===== config.mk =====
export PLATFORM = sky130hd
export DESIGN_NAME = can_receiver
export DESIGN_NICKNAME = d
export VERILOG_FILES = /design/src/rtl/can_receiver.sv
export SDC_FILE = /design/constraint.sdc
export NUM_CORES = 1
export LEC_CHECK = 0
export BUFFER_PORTS_ARGS = -buffer_cell sky130_fd_sc_hd__buf_2
export CORE_AREA = 2 2 280 144
export CTS_CLUSTER_SIZE = 12
export DETAILED_ROUTE_END_ITERATION = 8
export DIE_AREA = 0 0 282 146
export PLACE_DENSITY_LB_ADDON = 0.08
export SLEW_MARGIN = 20
export SYNTH_ARGS = -nofsm -noshare
export SYNTH_HDL_FRONTEND = slang
export SYNTH_SLANG_ARGS = --single-unit
export TNS_END_PERCENT = 20

===== constraint.sdc =====
create_clock -name clk -period 7.55 [get_ports clk]
set_clock_uncertainty 0.2 [all_clocks]
set_input_delay 0.3775 -clock clk [delete_from_list [all_inputs] [get_ports clk]]
set_output_delay 0.3775 -clock clk [all_outputs]
set_load 0.005 [all_outputs]

===== src/rtl/can_receiver.sv =====
// -----------------------------------------------------------------------------
// can_receiver
//
// Bit-level CAN 2.0A (standard, 11-bit identifier) frame receiver. The block is
// fed already-synchronised bus samples. It removes stuff bits, checks CRC-15
// and frame form, drives the ACK slot, and presents the received frame as ten
// bytes.
//
// Ports
//   clk          : single clock; all state changes on its rising edge
//   rst_n        : asynchronous active-low reset
//   sample_point : one-cycle strobe; rx_bit is consumed only when it is 1
//   rx_bit       : bus level (0 = dominant, 1 = recessive)
//   rx_data_0    : ID[10:3]
//   rx_data_1    : {ID[2:0], RTR, DLC[3:0]}
//   rx_data_2..9 : data bytes 1..8 (bytes beyond the data length read 0x00)
//   rx_done      : one-cycle pulse after a frame completes without error
//   ack_bit      : level this node drives; 0 only during ACK slot of a good frame
//   crc_error    : one-cycle pulse, CRC mismatch detected
//   stuff_error  : one-cycle pulse, stuff rule violated
//   form_error   : one-cycle pulse, fixed-form bit wrong or IDE=1
//   rx_busy      : high from SOF until the receiver is back in IDLE
// -----------------------------------------------------------------------------
module can_receiver (
    input  logic       clk,
    input  logic       rst_n,
    input  logic       sample_point,
    input  logic       rx_bit,
    output logic [7:0] rx_data_0,
    output logic [7:0] rx_data_1,
    output logic [7:0] rx_data_2,
    output logic [7:0] rx_data_3,
    output logic [7:0] rx_data_4,
    output logic [7:0] rx_data_5,
    output logic [7:0] rx_data_6,
    output logic [7:0] rx_data_7,
    output logic [7:0] rx_data_8,
    output logic [7:0] rx_data_9,
    output logic       rx_done,
    output logic       ack_bit,
    output logic       crc_error,
    output logic       stuff_error,
    output logic       form_error,
    output logic       rx_busy
);

    typedef enum logic [3:0] {
        ST_IDLE,
        ST_ID,
        ST_RTR,
        ST_IDE,
        ST_R0,
        ST_DLC,
        ST_DATA,
        ST_CRC,
        ST_CRC_DELIM,
        ST_ACK_SLOT,
        ST_ACK_DELIM,
        ST_EOF,
        ST_WAIT_IDLE
    } state_t;

    localparam logic [14:0] CRC_POLY = 15'h4599;

    state_t      state_reg,    state_next;
    logic [6:0]  bit_cnt_reg,  bit_cnt_next;
    logic [2:0]  run_cnt_reg,  run_cnt_next;
    logic        last_bit_reg, last_bit_next;
    logic [14:0] crc_reg,      crc_next;
    logic [14:0] crc_rx_reg,   crc_rx_next;
    logic [10:0] id_reg,       id_next;
    logic        rtr_reg,      rtr_next;
    logic [3:0]  dlc_reg,      dlc_next;
    logic [3:0]  wait_cnt_reg, wait_cnt_next;
    logic [7:0]  data_reg    [0:7];
    logic [7:0]  data_next   [0:7];
    logic [7:0]  rx_data_reg [0:9];
    logic [7:0]  rx_data_next[0:9];
    logic        rx_done_reg,     rx_done_next;
    logic        crc_error_reg,   crc_error_next;
    logic        stuff_error_reg, stuff_error_next;
    logic        form_error_reg,  form_error_next;

    // Helper signals of the next-state process
    logic        destuff_active;
    logic        stuff_slot;
    logic        enter_wait;
    logic [3:0]  n_bytes;
    logic [3:0]  dlc_shift;

    // Number of data bytes carried by a frame: remote frames carry none,
    // DLC values 9..15 mean 8 bytes.
    function automatic logic [3:0] frame_bytes(input logic rtr, input logic [3:0] dlc);
        if (rtr)
            return 4'd0;
        else if (dlc > 4'd8)
            return 4'd8;
        else
            return dlc;
    endfunction

    function automatic logic [14:0] crc_step(input logic [14:0] crc, input logic din);
        logic        fb;
        logic [14:0] shifted;
        fb      = din ^ crc[14];
        shifted = {crc[13:0], 1'b0};
        return fb ? (shifted ^ CRC_POLY) : shifted;
    endfunction

    // ------------------------------------------------------------------
    // State register
    // ------------------------------------------------------------------
    always_ff @(posedge clk or negedge rst_n) begin
        if (!rst_n) begin
            state_reg       <= ST_IDLE;
            bit_cnt_reg     <= '0;
            run_cnt_reg     <= '0;
            last_bit_reg    <= 1'b1;
            crc_reg         <= '0;
            crc_rx_reg      <= '0;
            id_reg          <= '0;
            rtr_reg         <= 1'b0;
            dlc_reg         <= '0;
            wait_cnt_reg    <= '0;
            rx_done_reg     <= 1'b0;
            crc_error_reg   <= 1'b0;
            stuff_error_reg <= 1'b0;
            form_error_reg  <= 1'b0;
            for (int i = 0; i < 8; i++) data_reg[i] <= '0;
            for (int i = 0; i < 10; i++) rx_data_reg[i] <= '0;
        end else begin
            state_reg       <= state_next;
            bit_cnt_reg     <= bit_cnt_next;
            run_cnt_reg     <= run_cnt_next;
            last_bit_reg    <= last_bit_next;
            crc_reg         <= crc_next;
            crc_rx_reg      <= crc_rx_next;
            id_reg          <= id_next;
            rtr_reg         <= rtr_next;
            dlc_reg         <= dlc_next;
            wait_cnt_reg    <= wait_cnt_next;
            rx_done_reg     <= rx_done_next;
            crc_error_reg   <= crc_error_next;
            stuff_error_reg <= stuff_error_next;
            form_error_reg  <= form_error_next;
            for (int i = 0; i < 8; i++) data_reg[i] <= data_next[i];
            for (int i = 0; i < 10; i++) rx_data_reg[i] <= rx_data_next[i];
        end
    end

    // ------------------------------------------------------------------
    // Next-state and datapath logic
    // ------------------------------------------------------------------
    always_comb begin
        state_next       = state_reg;
        bit_cnt_next     = bit_cnt_reg;
        run_cnt_next     = run_cnt_reg;
        last_bit_next    = last_bit_reg;
        crc_next         = crc_reg;
        crc_rx_next      = crc_rx_reg;
        id_next          = id_reg;
        rtr_next         = rtr_reg;
        dlc_next         = dlc_reg;
        wait_cnt_next    = wait_cnt_reg;
        rx_done_next     = 1'b0;
        crc_error_next   = 1'b0;
        stuff_error_next = 1'b0;
        form_error_next  = 1'b0;
        for (int i = 0; i < 8; i++) data_next[i] = data_reg[i];
        for (int i = 0; i < 10; i++) rx_data_next[i] = rx_data_reg[i];
        enter_wait       = 1'b0;
        dlc_shift        = {dlc_reg[2:0], rx_bit};
        n_bytes          = frame_bytes(rtr_reg, dlc_reg);

        // Destuffing covers ID through the last CRC bit. The bit after the
        // final CRC bit is the CRC delimiter, never a stuff bit.
        destuff_active = (state_reg inside {ST_ID, ST_RTR, ST_IDE, ST_R0,
                                            ST_DLC, ST_DATA, ST_CRC});
        stuff_slot     = destuff_active && (run_cnt_reg == 3'd5);

        if (sample_point) begin
            if (stuff_slot) begin
                // Stuff bit: never reaches the field logic, so a stuff error
                // always wins over anything else decoded on this sample.
                if (rx_bit == last_bit_reg) begin
                    stuff_error_next = 1'b1;
                    enter_wait       = 1'b1;
                end else begin
                    run_cnt_next  = 3'd1;
                    last_bit_next = rx_bit;
                end
            end else begin
                if (destuff_active) begin
                    run_cnt_next  = (rx_bit == last_bit_reg) ? run_cnt_reg + 3'd1 : 3'd1;
                    last_bit_next = rx_bit;
                end
                if (state_reg inside {ST_ID, ST_RTR, ST_IDE, ST_R0, ST_DLC, ST_DATA})
                    crc_next = crc_step(crc_reg, rx_bit);

                case (state_reg)
                    ST_IDLE: begin
                        if (!rx_bit) begin
                            // SOF: a zero into a zero CRC leaves it zero
                            state_next    = ST_ID;
                            bit_cnt_next  = '0;
                            run_cnt_next  = 3'd1;
                            last_bit_next = 1'b0;
                            crc_next      = '0;
                        end
                    end
                    ST_ID: begin
                        id_next = {id_reg[9:0], rx_bit};
                        if (bit_cnt_reg == 7'd10) begin
                            state_next   = ST_RTR;
                            bit_cnt_next = '0;
                        end else begin
                            bit_cnt_next = bit_cnt_reg + 7'd1;
                        end
                    end
                    ST_RTR: begin
                        rtr_next   = rx_bit;
                        state_next = ST_IDE;
                    end
                    ST_IDE: begin
                        if (rx_bit) begin
                            form_error_next = 1'b1;
                            enter_wait      = 1'b1;
                        end else begin
                            state_next = ST_R0;
                        end
                    end
                    ST_R0: begin
                        state_next   = ST_DLC;
                        bit_cnt_next = '0;
                    end
                    ST_DLC: begin
                        dlc_next = dlc_shift;
                        if (bit_cnt_reg == 7'd3) begin
                            bit_cnt_next = '0;
                            state_next   = (frame_bytes(rtr_reg, dlc_shift) == 4'd0) ? ST_CRC : ST_DATA;
                        end else begin
                            bit_cnt_next = bit_cnt_reg + 7'd1;
                        end
                    end
                    ST_DATA: begin
                        // bit_cnt[5:3] selects the byte, bits arrive MSB first
                        data_next[bit_cnt_reg[5:3]][3'd7 - bit_cnt_reg[2:0]] = rx_bit;
                        if (bit_cnt_reg == {n_bytes, 3'b000} - 7'd1) begin
                            state_next   = ST_CRC;
                            bit_cnt_next = '0;
                        end else begin
                            bit_cnt_next = bit_cnt_reg + 7'd1;
                        end
                    end
                    ST_CRC: begin
                        crc_rx_next = {crc_rx_reg[13:0], rx_bit};
                        if (bit_cnt_reg == 7'd14) begin
                            state_next   = ST_CRC_DELIM;
                            bit_cnt_next = '0;
                        end else begin
                            bit_cnt_next = bit_cnt_reg + 7'd1;
                        end
                    end
                    ST_CRC_DELIM: begin
                        if (!rx_bit) begin
                            form_error_next = 1'b1;
                            enter_wait      = 1'b1;
                        end else if (crc_rx_reg != crc_reg) begin
                            // No acknowledge; the frame is abandoned here
                            crc_error_next = 1'b1;
                            enter_wait     = 1'b1;
                        end else begin
                            state_next = ST_ACK_SLOT;
                        end
                    end
                    ST_ACK_SLOT: begin
                        state_next = ST_ACK_DELIM;
                    end
                    ST_ACK_DELIM: begin
                        if (!rx_bit) begin
                            form_error_next = 1'b1;
                            enter_wait      = 1'b1;
                        end else begin
                            state_next   = ST_EOF;
                            bit_cnt_next = '0;
                        end
                    end
                    ST_EOF: begin
                        if (!rx_bit) begin
                            form_error_next = 1'b1;
                            enter_wait      = 1'b1;
                        end else if (bit_cnt_reg == 7'd6) begin
                            state_next      = ST_IDLE;
                            bit_cnt_next    = '0;
                            rx_done_next    = 1'b1;
                            rx_data_next[0] = id_reg[10:3];
                            rx_data_next[1] = {id_reg[2:0], rtr_reg, dlc_reg};
                            // Bytes beyond the data length may hold stale
                            // contents from an earlier frame; mask them.
                            for (int i = 0; i < 8; i++)
                                rx_data_next[i + 2] = (4'(i) < n_bytes) ? data_reg[i] : 8'h00;
                        end else begin
                            bit_cnt_next = bit_cnt_reg + 7'd1;
                        end
                    end
                    ST_WAIT_IDLE: begin
                        if (rx_bit) begin
                            if (wait_cnt_reg == 4'd10) begin
                                state_next    = ST_IDLE;
                                wait_cnt_next = '0;
                            end else begin
                                wait_cnt_next = wait_cnt_reg + 4'd1;
                            end
                        end else begin
                            wait_cnt_next = '0;
                        end
                    end
                    default: begin
                        state_next = ST_IDLE;
                    end
                endcase
            end

            if (enter_wait) begin
                state_next    = ST_WAIT_IDLE;
                wait_cnt_next = '0;
                bit_cnt_next  = '0;
            end
        end
    end

    // ------------------------------------------------------------------
    // Outputs
    // ------------------------------------------------------------------
    // Only good frames ever reach ACK_SLOT, so the state alone decides the ACK.
    assign ack_bit     = (state_reg != ST_ACK_SLOT);
    assign rx_busy     = (state_reg != ST_IDLE);
    assign rx_done     = rx_done_reg;
    assign crc_error   = crc_error_reg;
    assign stuff_error = stuff_error_reg;
    assign form_error  = form_error_reg;

    assign rx_data_0 = rx_data_reg[0];
    assign rx_data_1 = rx_data_reg[1];
    assign rx_data_2 = rx_data_reg[2];
    assign rx_data_3 = rx_data_reg[3];
    assign rx_data_4 = rx_data_reg[4];
    assign rx_data_5 = rx_data_reg[5];
    assign rx_data_6 = rx_data_reg[6];
    assign rx_data_7 = rx_data_reg[7];
    assign rx_data_8 = rx_data_reg[8];
    assign rx_data_9 = rx_data_reg[9];

endmodule


Word-level counts from Yosys, hierarchy flattened --
Cells that the tools add are included.
Word-level totals: logic and storage cells 206, output and inout bits 86, bits of input ports 4, flip-flop bits (word level) 213
Cells by class: mux-type cells 91, equality and inequality tests 37, bitwise operators 4, magnitude comparators 14, add/subtract/negate cells 5, reductions and logical operators 23
Operator list (count):
- two-way mux 4 bit | 28
- two-way mux 8 bit | 9
- two-way mux 7 bit | 10
- bitwise mux 64 bit | 1
- two-way mux 15 bit | 4
- one-hot mux 7 bit (8 select lines) | 1
- one-hot mux 4 bit (13 select lines) | 1
- two-way mux 1 bit | 27
- demux 8 bit (select 3 bit) | 1
- equality test 4 bit (second input constant) | 6
- inequality test 3 bit (second input constant) | 8
- two-way mux 3 bit | 6
- AND reduction 3 bit | 6
- equality test 4 x 3 -> 1 bit (second input constant) | 4
- less-than comparator 3 x 4 -> 1 bit (first input constant) | 4
- inequality test 15 bit | 1
- AND reduction 15 bit | 1
- equality test 7 x 4 -> 1 bit (second input constant) | 2
- inequality test 3 x 1 -> 1 bit (second input constant) | 4
- nonzero test 9 bit | 1
- equality test 4 x 2 -> 1 bit (second input constant) | 2
- greater-than comparator 4 bit (second input constant) | 2
- logical NOT 4 bit | 2
- less-than comparator 1 x 4 -> 1 bit (first input constant) | 2
- 37 further kinds | 41

Longest topological paths before layout --
Gate-level depths: netlist (run 1).
depth in word-level cells 13, mapped depth 11, mapped depth without buffers 10

Worst setup path before layout (run 1) --
OpenSTA, ideal clock, no wires.
path type register to register, start point register dlc_reg[3], end point register state_reg[0], cell stages (with the launch flop) 12, library setup time 0.124 ns, period minus slack after synthesis 2.780 ns, arrival time 2.456 ns, required time 7.226 ns, setup slack 4.770 ns, buffers on the path 1, cells stage by stage dfrtp_1 -> buf_2 -> nor2_1 -> nand2_1 -> ha_1 -> xor2_1 -> and3_1 -> o2111ai_1 -> o31ai_1 -> nand3_1 -> o311a_1 -> a211o_1
Between the ends: word-level cells in the longest chain between the ends 7
Ends and longest elaborated chain:
- start: declaration | RTL line 73 | logic [3:0] dlc_reg, dlc_next;
- start signal: assignment | RTL line 140 | dlc_reg <= dlc_next;
- greater-than comparator 4 bit | RTL line 96 | else if (dlc > 4'd8)
- two-way mux 4 bit (*) | RTL line 96
- two-way mux 4 bit (*) | RTL line 94 | if (rtr)
- subtractor 7 x 1 -> 7 bit (*) | RTL line 248 | if (bit_cnt_reg == {n_bytes, 3'b000} - 7'd1) begin
- equality test 7 bit (*) | RTL line 248
- inequality test 3 x 1 -> 1 bit (no source line) (*)
- AND reduction 15 bit (no source line) (*)
- end signal: assignment | RTL line 132 | state_reg <= state_next;
- end: declaration | RTL line 65 | state_t state_reg, state_next;
Mark *: on every way between the ends. The rest lies on a longest branch, timed or not. A chain may end at the register's enable or synchronous reset.

Worst setup path after layout (run 1) --
start point register state_reg[1], end point register data_reg[9] (netlist name)
Between the ends: word-level cells in the longest chain between the ends 5, elaborated cells on any way between the ends 11, those cells by class eq/ne: 7; bitwise: 1; reduce/logical: 3
Ends and longest elaborated chain:
- equality test 4 x 1 -> 1 bit (tied with other cells) | RTL line 177 | destuff_active = (state_reg inside {ST_ID, ST_RTR, ST_IDE, ST_R0,
- nonzero test 7 bit | RTL line 177
- logical AND 1 bit | RTL line 179 | stuff_slot = destuff_active && (run_cnt_reg == 3'd5);
- NOT 1 bit (no source line)
- AND reduction 3 bit (no source line) (*)
- end: declaration | RTL line 75 | logic [7:0] data_reg [0:7];
Marked as above.

==> impl_metrics.env, run 1 <==
export IMPL_status="complete, no violations"
export IMPL_cts_clk_slew_worst_paths_ns=0.06
export IMPL_yosysUniqueCellTypes=53
export IMPL_power_leakage_nw=5.70
export IMPL_mostFrequentLayoutCell="dfrtp_1"
export IMPL_yosysWarnings=0
export IMPL_place_area_mm2=0.0106
export IMPL_crit_path_start_kind="flip-flop"
export IMPL_grt_pass1_vias=7085
export IMPL_largest_reg_flops=64
export IMPL_synthFlopType="dfrtp_1"
export IMPL_syn_area_mm2=0.00958
export IMPL_cp_top_family="simple AND/OR/NAND/NOR gates"
export IMPL_drc=0
export IMPL_place_port_buffers=89
export IMPL_insertion_delay_ns=0.55
export IMPL_relSlewSlack_pct=28.3
export IMPL_syn_nets=942
export IMPL_drtPass1Iterations=4
export IMPL_fin_crit_sh_pct=45.5
export IMPL_yosysSeqAreaShare_pct=55.7
export IMPL_fin_cells=1549
export IMPL_vias=6921
export IMPL_ys_ff_latch=213
export IMPL_irDropWorstVdd_mv=0.141
export IMPL_slowest_stage="nor3b_1"
export IMPL_post_cts_buffers=0
export IMPL_nNetsFinal=1014
export IMPL_crit_buf_inv=0
export IMPL_cts_root_buf="clkbuf_16"
export IMPL_synth_cells=931
export IMPL_crit_chain="nor3_4 > or3_1 > nand2_4 > nor3b_1 > nand3_1 > nor2_1 > mux2_2"
export IMPL_top_usage_layer="met1"
export IMPL_stdcell_area_mm2=0.0114
export IMPL_diodes=0
export IMPL_fin_crit_ns=3.44
export IMPL_clockBufferDepth=3
export IMPL_crit_fanout=21
export IMPL_critical_path_max_stage_delay_ns=0.68
export IMPL_final_antenna_net_count=0
export IMPL_grt_usage_pct=13.9
export IMPL_via_per_inst=4.47
export IMPL_htree_levels=1
export IMPL_setup_viol=0
export IMPL_worst_setup_path_type="reg -> reg"
export IMPL_maxCapViolations=0
export IMPL_rsz0062_at_grt="no"
export IMPL_fin_util_pct=29.5
export IMPL_final_setup_tns_ns=0
export IMPL_wl_per_cell_um=18.1
export IMPL_hold_path_class="in -> reg"
export IMPL_final_cell_mix="dfrtp_1 (212), nand2_1 (183), nor2_1 (107)"
export IMPL_met3_usage_pct=2.75
export IMPL_cts_tree="yes"
export IMPL_p_per_area_mw_per_mm2=306
export IMPL_initial_utilization_pct=24.9
export IMPL_whs_ns=0.108
export IMPL_post_place_ws_ns=4.05
export IMPL_hold_viol=0
export IMPL_tightest_slew_ns=1.07
export IMPL_fmax_mhz=291
export IMPL_dp_hpwl_um=18400
export IMPL_cts_buffers=24
export IMPL_worstPathArrival_ns=3.66
export IMPL_grt_pass1_wl_um=44300
export IMPL_cts_resized=0
export IMPL_met2_usage_pct=18.0
export IMPL_fillerInstances=4061
export IMPL_slew_viol_final=0
export IMPL_areaGrowthSynthToFinish_pct=18.7
export IMPL_power_mw=3.48
export IMPL_syn_mean_instance_area_um2=10.3
export IMPL_grt_max_degree=124
export IMPL_drtIter0Drc=435
export IMPL_async_flop_share_pct=100
export IMPL_die_w_um=282
export IMPL_crit_path_end_kind="flip-flop"
export IMPL_dp_cells=1506
export IMPL_setup_ws_ns=4.11
export IMPL_core_area_mm2=0.0385
export IMPL_drive_above_1_share_pct=23.3
export IMPL_met1_usage_pct=23.1
export IMPL_dieArea_mm2=0.0412
export IMPL_rows=51
export IMPL_wl_um=28100
export IMPL_synth_edf_count=0
export IMPL_die_y_um=146
export IMPL_grt_ovfl_total=0
export IMPL_worstPathRequired_ns=7.77
export IMPL_ios=90
export IMPL_cts_sinks=213
export IMPL_antenna_found_initial=1
export IMPL_gp_congestion=0.752
## cell usage after synthesis, types with 2 or more instances
cell	count	area, um^2
a22o_1	16	140
nor2_1	107	402
mux2i_1	12	120
o211ai_1	6	45.0
o31ai_1	3	22.5
inv_1	10	37.5
nor4_1	5	31.3
or4_1	3	22.5
o22ai_1	2	12.5
nor3_1	12	60.1
buf_2	9	45.0
nand3_1	71	355
a21oi_1	21	105
clkbuf_1	43	161
o41ai_1	3	26.3
nand4_1	9	56.3
nand2_1	183	687
nand2b_1	4	25.0
mux2_2	95	1070
ha_1	7	87.6
xor2_1	9	78.8
and2_1	2	12.5
a31oi_1	3	18.8
dfrtp_1	212	5310
nor2b_1	12	75.1
or3_1	6	37.5
and3_1	7	43.8
nor3b_1	3	22.5
o21ai_0	14	70.1
xnor2_1	19	166
## repair_timing
action,4_1_cts,5_1_grt
hold endpoints to repair,89,0
setup endpoints to repair,0,0
hold buffers,1,0
## worst paths after layout
check	cells past startpoint	endpoint	start	slack [ns]
max in group asynchronous	3	rx_data_4[2]	rst_n	5.67
worst max-delay path	7	data_reg[9]	state_reg[1]	4.11
worst min-delay path	3	form_error	sample_point	0.11
worst max register to register	7	data_reg[9]	state_reg[1]	4.11
worst min register to register	2	rx_data_5[6]	rx_data_5[6]	0.26
min in group asynchronous	2	crc_reg[10]	rst_n	0.25
## cells by family after synthesis
kind of cell,share of synthesized area [%]
AO/OA/AOI/OAI,5.79
XOR/XNOR,2.56
buffers and inverters,2.80
multiplexers,12.4
adder cells (fa/ha/maj),0.915
AND/OR/NAND/NOR,19.8
flip-flops,55.7
## final cells by class
class / count / area, um^2 / share of cell area, %
well taps: 530 / 663 / 5.83
clock buffers: 34 / 668 / 5.88
flip-flops and latches: 213 / 5330 / 46.9
clock inverters: 8 / 129 / 1.13
multi-input cells: 653 / 3980 / 35.0
repair buffers: 101 / 561 / 4.93
inverters: 10 / 37.5 / 0.330
## worst min-delay path, cell delays in order
cell and delay (ns):
buf_2 0.20, nand2_4 0.12, nor4_1 0.08
## per-layer routing
metal / share of wire [%] / vias up
li1: - / 3319
met5: 0 / -
met1: 57 / 3468
met4: 1.1 / 0
met2: 38 / 111
met3: 3.7 / 23
## power breakdown
group          switching (mW)  internal (mW)
registers               0.176           1.26
logic                   0.539          0.297
clock network           0.495          0.719
total                    1.21           2.27
(Power assumes the default switching activity.)
==> run 2, diff against run 1 <==
--- a/config.mk
+++ b/config.mk
@@ -5,11 +5,12 @@
 export SDC_FILE = /design/constraint.sdc
 export NUM_CORES = 1
 export LEC_CHECK = 0
+export ABC_AREA = 1
 export BUFFER_PORTS_ARGS = -buffer_cell sky130_fd_sc_hd__buf_2
-export CORE_AREA = 2 2 280 144
+export CORE_AREA = 2 2 281 144
 export CTS_CLUSTER_SIZE = 12
 export DETAILED_ROUTE_END_ITERATION = 8
-export DIE_AREA = 0 0 282 146
+export DIE_AREA = 0 0 283 146
 export PLACE_DENSITY_LB_ADDON = 0.08
 export SLEW_MARGIN = 20
 export SYNTH_ARGS = -nofsm -noshare
==> constraint.sdc (replaced) <==
create_clock -name clk -period 3.5 [get_ports clk]
set_clock_uncertainty 0.2 [all_clocks]
set_input_delay 0.175 -clock clk [delete_from_list [all_inputs] [get_ports clk]]
set_output_delay 0.175 -clock clk [all_outputs]
set_load 0.005 [all_outputs]
==> run 2 against run 1 <==
Net effect: synthesized cell count is 25% higher; routed wire length is 3.5% lower; sequential share of layout area is 0.15 points lower; sequential cell count stayed put; fmax is 15% higher; first-iteration DRC count is 23% higher; cell count is 16% higher; critical path depth is 4 higher; clock power is 95% higher; total power is 100% higher; combinational power is 110% higher; critical path type unchanged; largest power group unchanged.
==> impl_metrics.env, run 2 <==
export IMPL_grt_pass1_wl_um=44800
export IMPL_cts_clk_slew_worst_paths_ns=0.06
export IMPL_ios=90
export IMPL_post_place_ws_ns=0.548
export IMPL_place_area_mm2=0.0107
export IMPL_cts_sinks=213
export IMPL_die_w_um=283
export IMPL_stdcell_area_mm2=0.0114
export IMPL_tightest_slew_ns=1.03
export IMPL_maxCapViolations=0
export IMPL_final_cell_mix="nand2_1 (338), dfrtp_1 (212), nor2_1 (115)"
export IMPL_syn_mean_instance_area_um2=8.27
export IMPL_slew_viol_final=0
export IMPL_dieArea_mm2=0.0413
export IMPL_dr_max_layer_used="met4"
export IMPL_die_y_um=146
export IMPL_syn_area_mm2=0.00961
export IMPL_synth_common_cells="nand2_1 (338), dfrtp_1 (212), nor2_1 (115), inv_1 (103), nand3_1 (100)"
export IMPL_antenna_found_initial=0
export IMPL_wl_met3_um=857
export IMPL_crit_path_end_kind="flip-flop"
export IMPL_diodes=0
export IMPL_yosysSeqAreaShare_pct=55.5
export IMPL_status="complete, no violations"
export IMPL_fin_crit_ns=2.99
export IMPL_cts_resized=0
export IMPL_multi_input_area_mm2=0.00366
export IMPL_cts_buffers=23
export IMPL_irDropWorstVdd_mv=0.310
export IMPL_largest_reg_flops=64
export IMPL_hold_viol=0
export IMPL_drc=0
export IMPL_vias=7774
export IMPL_cts_tree="yes"
export IMPL_r2r_end="bit_cnt_reg[4]"
export IMPL_grt_ovfl_total=0
export IMPL_setup_ws_ns=0.515
export IMPL_synthFlopType="dfrtp_1"
export IMPL_gp_congestion=0.819
export IMPL_drtPass1Iterations=5
export IMPL_rr_worst_depth=11
export IMPL_grt_usage_pct=13.4
export IMPL_syn_nets=1174
export IMPL_core_area_mm2=0.0386
export IMPL_worst_setup_path_type="reg -> reg"
export IMPL_fillerInstances=4158
export IMPL_mostFrequentLayoutCell="nand2_1"
export IMPL_areaGrowthSynthToFinish_pct=18.6
export IMPL_crit_fanout=13
export IMPL_final_antenna_net_count=0
export IMPL_dp_hpwl_um=18500
export IMPL_drtIter0Drc=533
export IMPL_place_port_buffers=89
export IMPL_yosysWarnings=0
export IMPL_wl_um=27100
export IMPL_synth_top_cell_area_share_pct=55.2
export IMPL_clockBufferDepth=3
export IMPL_cts_root_buf="clkbuf_16"
export IMPL_fin_crit_sh_pct=85.3
export IMPL_synth_most_common_cell="nand2_1"
export IMPL_relSlewSlack_pct=30.6
export IMPL_crit_path_start_kind="flip-flop"
export IMPL_async_flop_share_pct=100
export IMPL_hold_path_class="in -> async"
export IMPL_insertion_delay_ns=0.54
export IMPL_fmax_mhz=335
export IMPL_nNetsFinal=1261
export IMPL_synthTopCellsByArea="dfrtp_1 (55%), nand2_1 (13%), nand3_1 (5.2%)"
export IMPL_grt_max_degree=91
export IMPL_drive_above_1_share_pct=12.9
export IMPL_r2r_setup_slack_ns=0.51
export IMPL_worstPathRequired_ns=3.78
export IMPL_synth_top_area_cell="dfrtp_1"
export IMPL_regArea_mm2=0.00533
export IMPL_worstPathArrival_ns=3.26
export IMPL_grt_pass1_vias=8124
export IMPL_wl_per_cell_um=15.1
export IMPL_htree_levels=1
export IMPL_final_setup_tns_ns=0
export IMPL_ys_ff_latch=213
export IMPL_wl_met1_um=13300
export IMPL_initial_utilization_pct=24.9
export IMPL_rsz0062_at_grt="no"
export IMPL_rows=51
export IMPL_setup_viol=0
export IMPL_power_leakage_nw=5.86
export IMPL_synth_edf_count=0
export IMPL_via_per_inst=4.34
export IMPL_synth_cells=1163
export IMPL_p_per_area_mw_per_mm2=621
export IMPL_yosysUniqueCellTypes=36
export IMPL_r2r_start="state_reg[0]"
export IMPL_wl_met2_um=12600
[run 2: worst max-delay path by stage]
stage | from | end | slack [ns] | cells past startpoint
after floorplan | rtr_reg | state_reg[0] | 1.25 | 13
after global placement | state_reg[0] | bit_cnt_reg[3] | 0.60 | 11
after detailed placement | state_reg[0] | bit_cnt_reg[0] | 0.55 | 11
after CTS | state_reg[0] | bit_cnt_reg[0] | 0.51 | 11
after global routing | state_reg[0] | bit_cnt_reg[5] | 0.16 | 11
final | state_reg[0] | bit_cnt_reg[4] | 0.51 | 11
[run 2: worst max-delay path, cell delays in order, from the launching register on]
cell and delay [ns]:
dfrtp_1 0.46, nand2_1 0.19, inv_1 0.10, nand3_1 0.11
inv_1 0.05, a31oi_1 0.21, nand3_1 0.17, nand2_1 0.40
nand3_1 0.49, nand2_1 0.39, nand2_1 0.09, nand2_1 0.06
[run 2: layout make-up]
class                           count  area share (%)
Timing Repair Buffer              106            5.38
Multi-Input combinational cell    793            32.1
Sequential cell                   213            46.8
Clock buffer                       33            5.90
Tap cell                          530            5.82
Clock inverter                      4           0.329
Inverter                          113            3.72
[run 2: per-layer routing]
layer | vias up | GRT usage [%]
met2 | 100 | 22.1
met3 | 32 | 2.34
li1 | 3938 | -
met4 | 0 | 2.53
met1 | 3704 | 18.5
met5 | - | 0
[run 2: per-stage QoR]
step / util (%) / cells / hold slack (ns) / power [mW]
after global placement: 27.6 / 1753 / 0.0534 / 4.78
final: 29.5 / 1792 / 0.0534 / 7.08
after CTS: 29.5 / 1792 / 0.0876 / 7.22
after floorplan: - / 1163 / -0.321 / 4.20
after global routing: 29.5 / 1792 / 0.117 / 7.62
after detailed placement: 27.6 / 1753 / 0.0564 / 4.79
[run 2: repair_timing]
action / 4_1_cts / 5_1_grt
buffers inserted: 0 / 0
hold buffers: 2 / 0
hold endpoints to repair: 95 / 0
[run 2: logic make-up after synthesis]
| family | Yosys count | synth area share [%] |
|---|---|---|
| AOI/OAI and AO/OA | 198 | 11.2 |
| xor gates and xnor gates | 8 | 0.729 |
| adders and majority gates | 7 | 0.911 |
| buffers and inverters | 157 | 6.46 |
| DFF | 213 | 55.5 |
| and+or+nand+nor | 580 | 25.3 |
[run 2: report_power, final]
| group | switching, mW | total (mW) | internal (mW) |
|---|---|---|---|
| registers | 0.225 | 2.95 | 2.72 |
| logic | 1.26 | 1.78 | 0.517 |
| clock network | 1.03 | 2.36 | 1.33 |
| total | 2.51 | 7.08 | 4.57 |
